### config.mk
export PLATFORM = sky130hd
export DESIGN_NAME = mmio_pwm_timer
export DESIGN_NICKNAME = d
export VERILOG_FILES = /design/src/rtl/mmio_pkg.sv /design/src/rtl/mmio_pwm_timer_pwm_channel.sv /design/src/rtl/mmio_pwm_timer.sv
export SDC_FILE = /design/constraint.sdc
export NUM_CORES = 1
export LEC_CHECK = 0
export ABC_AREA = 1
export BUFFER_PORTS_ARGS = -buffer_cell sky130_fd_sc_hd__buf_4
export CAP_MARGIN = 20
export CELL_PAD_IN_SITES_DETAIL_PLACEMENT = 1
export CELL_PAD_IN_SITES_GLOBAL_PLACEMENT = 1
export CORE_ASPECT_RATIO = 0.9
export CORE_MARGIN = 4
export CORE_UTILIZATION = 38
export DETAILED_ROUTE_END_ITERATION = 16
export PLACE_DENSITY = 0.86
export SLEW_MARGIN = 20
export SYNTH_ARGS = -nofsm -noshare
export SYNTH_HDL_FRONTEND = slang
export SYNTH_SLANG_ARGS = --single-unit
### constraint.sdc
create_clock -name clk -period 2.04 [get_ports clk]
set_input_delay 0.102 -clock clk [delete_from_list [all_inputs] [get_ports clk]]
set_output_delay 0.102 -clock clk [all_outputs]
set_load 0.05 [all_outputs]
### src/rtl/mmio_pkg.sv
// Shared definitions for the memory-mapped PWM/timer block and the memory that
// shares its load path: access widths, register offsets and lane helpers.
package mmio_pkg;

    localparam int unsigned DATA_W = 32;
    localparam int unsigned PWM_W  = 8;

    // funct3 encodings for loads and stores
    localparam logic [2:0] F3_B  = 3'b000;
    localparam logic [2:0] F3_H  = 3'b001;
    localparam logic [2:0] F3_W  = 3'b010;
    localparam logic [2:0] F3_BU = 3'b100;
    localparam logic [2:0] F3_HU = 3'b101;

    // Word offsets (address[3:2]) inside the register window
    localparam logic [1:0] OFF_CTRL   = 2'd0;
    localparam logic [1:0] OFF_DUTY   = 2'd1;
    localparam logic [1:0] OFF_MICROS = 2'd2;
    localparam logic [1:0] OFF_MILLIS = 2'd3;

    // True when funct3 is a legal access of that kind and the lane is aligned for it
    function automatic logic access_ok(input logic [2:0] f3,
                                       input logic [1:0] lane,
                                       input logic       is_store);
        logic ok;
        ok = 1'b0;
        case (f3)
            F3_B:    ok = 1'b1;
            F3_BU:   ok = !is_store;
            F3_H:    ok = !lane[0];
            F3_HU:   ok = !is_store && !lane[0];
            F3_W:    ok = (lane == 2'd0);
            default: ok = 1'b0;
        endcase
        return ok;
    endfunction

    // Right-align and extend the addressed lane of a word; illegal accesses read 0
    function automatic logic [DATA_W-1:0] load_extend(input logic [DATA_W-1:0] word,
                                                      input logic [2:0]        f3,
                                                      input logic [1:0]        lane);
        logic [7:0]        b;
        logic [15:0]       h;
        logic [DATA_W-1:0] r;
        b = word[{lane, 3'b000} +: 8];
        h = lane[1] ? word[31:16] : word[15:0];
        r = '0;
        if (access_ok(f3, lane, 1'b0)) begin
            case (f3)
                F3_B:    r = {{24{b[7]}}, b};
                F3_BU:   r = {24'h0, b};
                F3_H:    r = {{16{h[15]}}, h};
                F3_HU:   r = {16'h0, h};
                F3_W:    r = word;
                default: r = '0;
            endcase
        end
        return r;
    endfunction

    // Merge right-aligned store data into the old word at the addressed lane
    function automatic logic [DATA_W-1:0] store_merge(input logic [DATA_W-1:0] old,
                                                      input logic [DATA_W-1:0] data,
                                                      input logic [2:0]        f3,
                                                      input logic [1:0]        lane);
        logic [DATA_W-1:0] r;
        r = old;
        case (f3)
            F3_B: r[{lane, 3'b000} +: 8] = data[7:0];
            F3_H: begin
                if (lane[1]) r[31:16] = data[15:0];
                else         r[15:0]  = data[15:0];
            end
            F3_W:    r = data;
            default: r = old;
        endcase
        return r;
    endfunction

endpackage

### src/rtl/mmio_pwm_timer_pwm_channel.sv
// One PWM output: compares the shared PWM count against this channel's duty.
module pwm_channel
    import mmio_pkg::*;
(
    input  logic             clk,
    input  logic             reset,
    input  logic             en,
    input  logic [PWM_W-1:0] duty,
    input  logic [PWM_W-1:0] pwm_cnt,
    output logic             out
);

    // Registered compare; duty 0 never fires, duty 255 is low on count 255 only
    always_ff @(posedge clk) begin
        if (reset) out <= 1'b0;
        else       out <= en && (pwm_cnt < duty);
    end

endmodule

### src/rtl/mmio_pwm_timer.sv
// Memory-mapped PWM/timer peripheral on the core's dmem port: CTRL, four 8-bit
// PWM duties, and free-running microsecond/millisecond counters.
module mmio_pwm_timer
    import mmio_pkg::*;
#(
    parameter logic [31:0] BASE_ADDR   = 32'hFFFF_FFE0,
    parameter int unsigned CLK_FREQ_HZ = 12_000_000,
    parameter int unsigned PWM_DIV     = 4
) (
    input  logic              clk,
    input  logic              reset,
    input  logic [31:0]       dmem_address,
    input  logic              dmem_wren,
    input  logic [31:0]       dmem_data_in,
    input  logic [2:0]        funct3,
    output logic [31:0]       dmem_data_out,
    output logic              led,
    output logic              red,
    output logic              green,
    output logic              blue
);

    // Prescaler sizing; degenerate parameters collapse to a divide-by-one
    localparam int unsigned US_DIV  = (CLK_FREQ_HZ / 1_000_000 == 0) ? 1 : CLK_FREQ_HZ / 1_000_000;
    localparam int unsigned US_W    = (US_DIV > 1) ? $clog2(US_DIV) : 1;
    localparam int unsigned MS_DIV  = 1000;
    localparam int unsigned MS_W    = 10;
    localparam int unsigned PDIV    = (PWM_DIV == 0) ? 1 : PWM_DIV;
    localparam int unsigned PDIV_W  = (PDIV > 1) ? $clog2(PDIV) : 1;

    localparam logic [US_W-1:0]   US_LAST   = US_W'(US_DIV - 1);
    localparam logic [MS_W-1:0]   MS_LAST   = MS_W'(MS_DIV - 1);
    localparam logic [PDIV_W-1:0] PDIV_LAST = PDIV_W'(PDIV - 1);

    // Architectural state
    logic                pwm_en;
    logic [DATA_W-1:0]   duty;
    logic [DATA_W-1:0]   micros;
    logic [DATA_W-1:0]   millis;
    logic [US_W-1:0]     us_pre;
    logic [MS_W-1:0]     ms_pre;
    logic [PDIV_W-1:0]   pwm_div;
    logic [PWM_W-1:0]    pwm_cnt;

    // Decode / datapath nets
    logic                hit;
    logic [1:0]          off;
    logic [1:0]          lane;
    logic [DATA_W-1:0]   read_word;
    logic [DATA_W-1:0]   merged;
    logic                wr_ok;
    logic                ctrl_wr;
    logic                duty_wr;
    logic                clr;
    logic                us_tick;
    logic                ms_wrap;

    // Address decode and store qualification
    always_comb begin
        hit     = (dmem_address[31:4] == BASE_ADDR[31:4]);
        off     = dmem_address[3:2];
        lane    = dmem_address[1:0];
        wr_ok   = dmem_wren && hit && access_ok(funct3, lane, 1'b1);
        ctrl_wr = wr_ok && (off == OFF_CTRL);
        duty_wr = wr_ok && (off == OFF_DUTY);
    end

    // Current value of the addressed word; clr always reads back as 0
    always_comb begin
        read_word = '0;
        case (off)
            OFF_CTRL:   read_word = {31'h0, pwm_en};
            OFF_DUTY:   read_word = duty;
            OFF_MICROS: read_word = micros;
            OFF_MILLIS: read_word = millis;
            default:    read_word = '0;
        endcase
    end

    // Store merge: partial writes keep the untouched lanes of the old word
    always_comb begin
        merged = store_merge(read_word, dmem_data_in, funct3, lane);
        clr    = ctrl_wr && merged[1];
    end

    // Prescaler wrap detection
    always_comb begin
        us_tick = (us_pre == US_LAST);
        ms_wrap = us_tick && (ms_pre == MS_LAST);
    end

    // CTRL and DUTY registers
    always_ff @(posedge clk) begin
        if (reset) begin
            pwm_en <= 1'b0;
            duty   <= '0;
        end else begin
            if (ctrl_wr) pwm_en <= merged[0];
            if (duty_wr) duty   <= merged;
        end
    end

    // Free-running time base; a clr store wins over a same-cycle increment
    always_ff @(posedge clk) begin
        if (reset || clr) begin
            us_pre <= '0;
            ms_pre <= '0;
            micros <= '0;
            millis <= '0;
        end else begin
            us_pre <= us_tick ? '0 : us_pre + US_W'(1);
            if (us_tick) begin
                micros <= micros + 32'd1;
                ms_pre <= ms_wrap ? '0 : ms_pre + MS_W'(1);
                if (ms_wrap) millis <= millis + 32'd1;
            end
        end
    end

    // PWM period counter, parked at zero while disabled
    always_ff @(posedge clk) begin
        if (reset || !pwm_en) begin
            pwm_div <= '0;
            pwm_cnt <= '0;
        end else if (pwm_div == PDIV_LAST) begin
            pwm_div <= '0;
            pwm_cnt <= pwm_cnt + PWM_W'(1);
        end else begin
            pwm_div <= pwm_div + PDIV_W'(1);
        end
    end

    // Registered load path; zero when not selected so the memory can OR it in
    always_ff @(posedge clk) begin
        if (reset)    dmem_data_out <= '0;
        else if (hit) dmem_data_out <= load_extend(read_word, funct3, lane);
        else          dmem_data_out <= '0;
    end

    pwm_channel u_led (
        .clk     (clk),
        .reset   (reset),
        .en      (pwm_en),
        .duty    (duty[7:0]),
        .pwm_cnt (pwm_cnt),
        .out     (led)
    );

    pwm_channel u_red (
        .clk     (clk),
        .reset   (reset),
        .en      (pwm_en),
        .duty    (duty[15:8]),
        .pwm_cnt (pwm_cnt),
        .out     (red)
    );

    pwm_channel u_green (
        .clk     (clk),
        .reset   (reset),
        .en      (pwm_en),
        .duty    (duty[23:16]),
        .pwm_cnt (pwm_cnt),
        .out     (green)
    );

    pwm_channel u_blue (
        .clk     (clk),
        .reset   (reset),
        .en      (pwm_en),
        .duty    (duty[31:24]),
        .pwm_cnt (pwm_cnt),
        .out     (blue)
    );

endmodule
==> flow_metrics.tcl <==
set metrics [dict create \
    drive_gt1_share_pct 12.3 \
    ys_ff_latch 157 \
    synth-edff-count 0 \
    crit_top_cell "nand2_1" \
    grt_first_pass_wirelength_mm 67.2 \
    placementRows 57 \
    r2r_end "millis[30]" \
    clock_power_share_pct 48.2 \
    htree_levels 4 \
    cp_num_cells 9 \
    totalPowerFinal_mw 7.02 \
    synth_top_cell_area_share_pct 29.8 \
    die_h_microns 166 \
    cap_violations 0 \
    cp-endpoint "millis[30]" \
    worstPathArrival_ns 2.21 \
    drv_slew 0 \
    swShare_pct 26.6 \
    multi_input_area_sq_mm 0.00650 \
    drtIter0Drc 962 \
    place.gp.congestion 0.944 \
    fill_cells 3748 \
    path_max_fanout 5 \
    globalRoute.totalOverflow 0 \
    worstPathRequired_ns 2.38 \
    root_buffer "clkbuf_16" \
    fin_crit_ns 1.87 \
    path_clk_slew_ns 0.07 \
    vias 12200 \
    viasPerCell 5.39 \
    grt_start_max_net_pins 36 \
    worstMarginPinSlew_ns 0.736 \
    antenna_found_initial 0 \
    start_util_pct 38.8 \
    ant_nets 0 \
    finalCritPeriodShare_pct 91.6 \
    crit_start "millis[5]" \
    dieArea_sq_mm 0.0305 \
    seq_area_frac_synth_pct 29.8 \
    hold_violations 0 \
    fmax_mhz 535 \
    synth.most_common_cell "nand2_1" \
    power_frac_seq_pct 43.8 \
    dp_hpwl_mm 34.0 \
    syn_area_sq_mm 0.0105 \
    grt_pass1_vias 12100 \
    r2r-start "millis[5]" \
    path_cells "nand2_1 -> nor2_1 -> nand2_1 -> nor2_1 -> nand2_1 -> nand2_1 -> nand2_1 -> a21oi_1 -> nor2_1" \
    critPathKind "reg -> reg" \
    path_buf_inv 0 \
    syn-instance-count 1768 \
    cts_made_buffers 17 \
    drt_wl_total_mm 43.3 \
    synthFlopType "dfxtp_1" \
    dpl_cell_area_sq_mm 0.0120 \
    setup_viol 0 \
    end_kind "flip-flop" \
    postSynthAreaPerCell_sq_um 5.96 \
    ff_latch_area_sq_mm 0.00315 \
    yosysTopAreaCell "dfxtp_1" \
    ys_top_cells_by_count "nand2_1 (581), nor2_1 (320), inv_1 (166)" \
    crit_slowest_cell "dfxtp_1" \
    clockBufferDepth 2 \
    reg2reg_depth 9 \
    async_reset_ff_share_pct 0 \
    yosysWarnings 0 \
    num_io_pins 106 \
    insertion_delay_ns 0.46 \
    hold_path.class "in -> reg" \
    grt.total_usage_pct 27.7 \
    internal_power_mw 5.15 \
    insertedDiodeCount 0 \
    synthTopCellsByArea "dfxtp_1 (30%), nand2_1 (21%), nor2_1 (11%)" \
    cts_tree "built" \
    yosysUniqueCellTypes 39 \
    max_stage_delay_ns 0.44 \
    synth_nets 1876 \
    crit_family "simple AND/OR/NAND/NOR gates" \
    stdcell_area_sq_mm 0.0127 \
    p_leak_nw 5.47 \
    wl_per_cell_microns 19.1 \
    clock_sinks 157 \
    relSlewSlack_pct 50.6 \
    firstDrtPassIters 5 \
    ff2ff_setup_slack_ns 0.17 \
    p_comb_share_pct 8.1 \
    final_nets 2005 \
    crit_path_start_kind "flip-flop" \
    outcome "complete, no violations" \
    coreArea_sq_mm 0.0272 \
    drc 0 \
    die_x_microns 184 \
    vdd_drop_max_v 0.000567 \
    clock_skew_ns 0.0139 \
    syn_to_final_growth_pct 20.5 \
    numPortBuffers 105 \
    p_per_area_mw_per_mm2 552 \
    p_switching_mw 1.87 \
]
-- power groups by stage --
stage               sequential (mW)  combinational (mW)  clock [mW]
floorplan                      3.14               0.278           0
detailed placement             3.14               0.548           0
CTS                            3.07               0.555        3.42
global placement               3.14               0.538           0
global route                   3.07               0.613        3.53
finish                         3.07               0.566        3.38
-- logic make-up (layout without fill, tap and decap cells) --
family          Yosys count  in the layout  synth area share, %
compound gates          169            169                 9.13
xor+xnor                 35             35                 2.91
fa+ha+maj                38             38                 4.51
buf+inv                 232            374                 8.85
flops                   157            157                 29.8
mux                      12             12                 1.14
simple gates           1125           1125                 43.7
-- worst reg2reg max path, delay by kind of cell, from the launching register on --
kind / cells / cell delay, ns
compound gates: 1 / 0.12
flops: 1 / 0.44
simple gates: 8 / 1.21
-- per-stage QoR --
stage	hold WS, ns	setup TNS [ns]	worst slack [ns]	std cells	utilization, %
after floorplan	0.352	0	0.0232	1768	-
after global placement	0.355	0	0.151	2229	44.3
after detailed placement	0.364	0	0.0345	2229	44.3
after CTS	0.0793	0	0.0752	2262	46.5
after global routing	0.151	-0.00339	-0.00339	2264	46.8
final	0.108	0	0.171	2264	46.8
-- layer usage --
metal / track usage [%] / vias up / wire [microns]
met1: 39.2 / 5862 / 19800
met2: 42.0 / 407 / 18900
met5: 0 / - / 0
met4: 9.72 / 0 / 1460
li1: - / 5860 / -
met3: 5.26 / 78 / 3070
-- cell usage in the layout (no fill, tap or decap), types with 5 or more instances in the layout --
cell	n
inv_2	9
o21ai_0	36
mux2i_1	12
nand4_1	32
nand3_1	143
nor2_1	315
nor2_2	10
a21boi_0	12
dfxtp_1	155
inv_1	165
nand3b_1	7
xnor2_1	10
o211ai_1	9
a21boi_1	7
buf_4	156
xor2_1	25
ha_1	37
nor3_1	22
o21a_1	7
nand2_1	580
clkbuf_16	18
a21oi_1	88
buf_12	7
inv_6	5
-- worst min-delay path by stage --
stage	from	endpoint	cells after the start
floorplan	dmem_data_in[14]	duty[30]	4
global placement	reset	duty[5]	2
detailed placement	reset	u_red.out	2
CTS	dmem_data_in[28]	duty[28]	7
global route	dmem_data_in[14]	duty[30]	5
finish	dmem_data_in[28]	duty[28]	7
-- flip-flops by register name (all words and copies together) (netlist names) --
register	count
pwm_div	2
u_blue.out	1
u_red.out	1
us_pre	4
micros	32
millis	32
ms_pre	10
u_green.out	1
pwm_en	1
dmem_data_out	32
duty	32
pwm_cnt	8
u_led.out	1
-- repair_timing --
item / CTS / global route
hold buffers: 1 / 0
endpoints found under the hold margin: 7 / 0
setup endpoints to repair: 0 / 24
resized for setup: 0 / 12
setup buffers: 0 / 1
-- cell type report --
cell class                 instances  area share, %
clock buffer                      19           3.49
clock inverter                    13           1.21
inverter                         176           5.23
multi-input combinational       1379           51.2
sequential                       157           24.8
tap                              354           3.49
timing repair buffer             166           10.7
No activity file was read; power rests on OpenSTA's default activity.
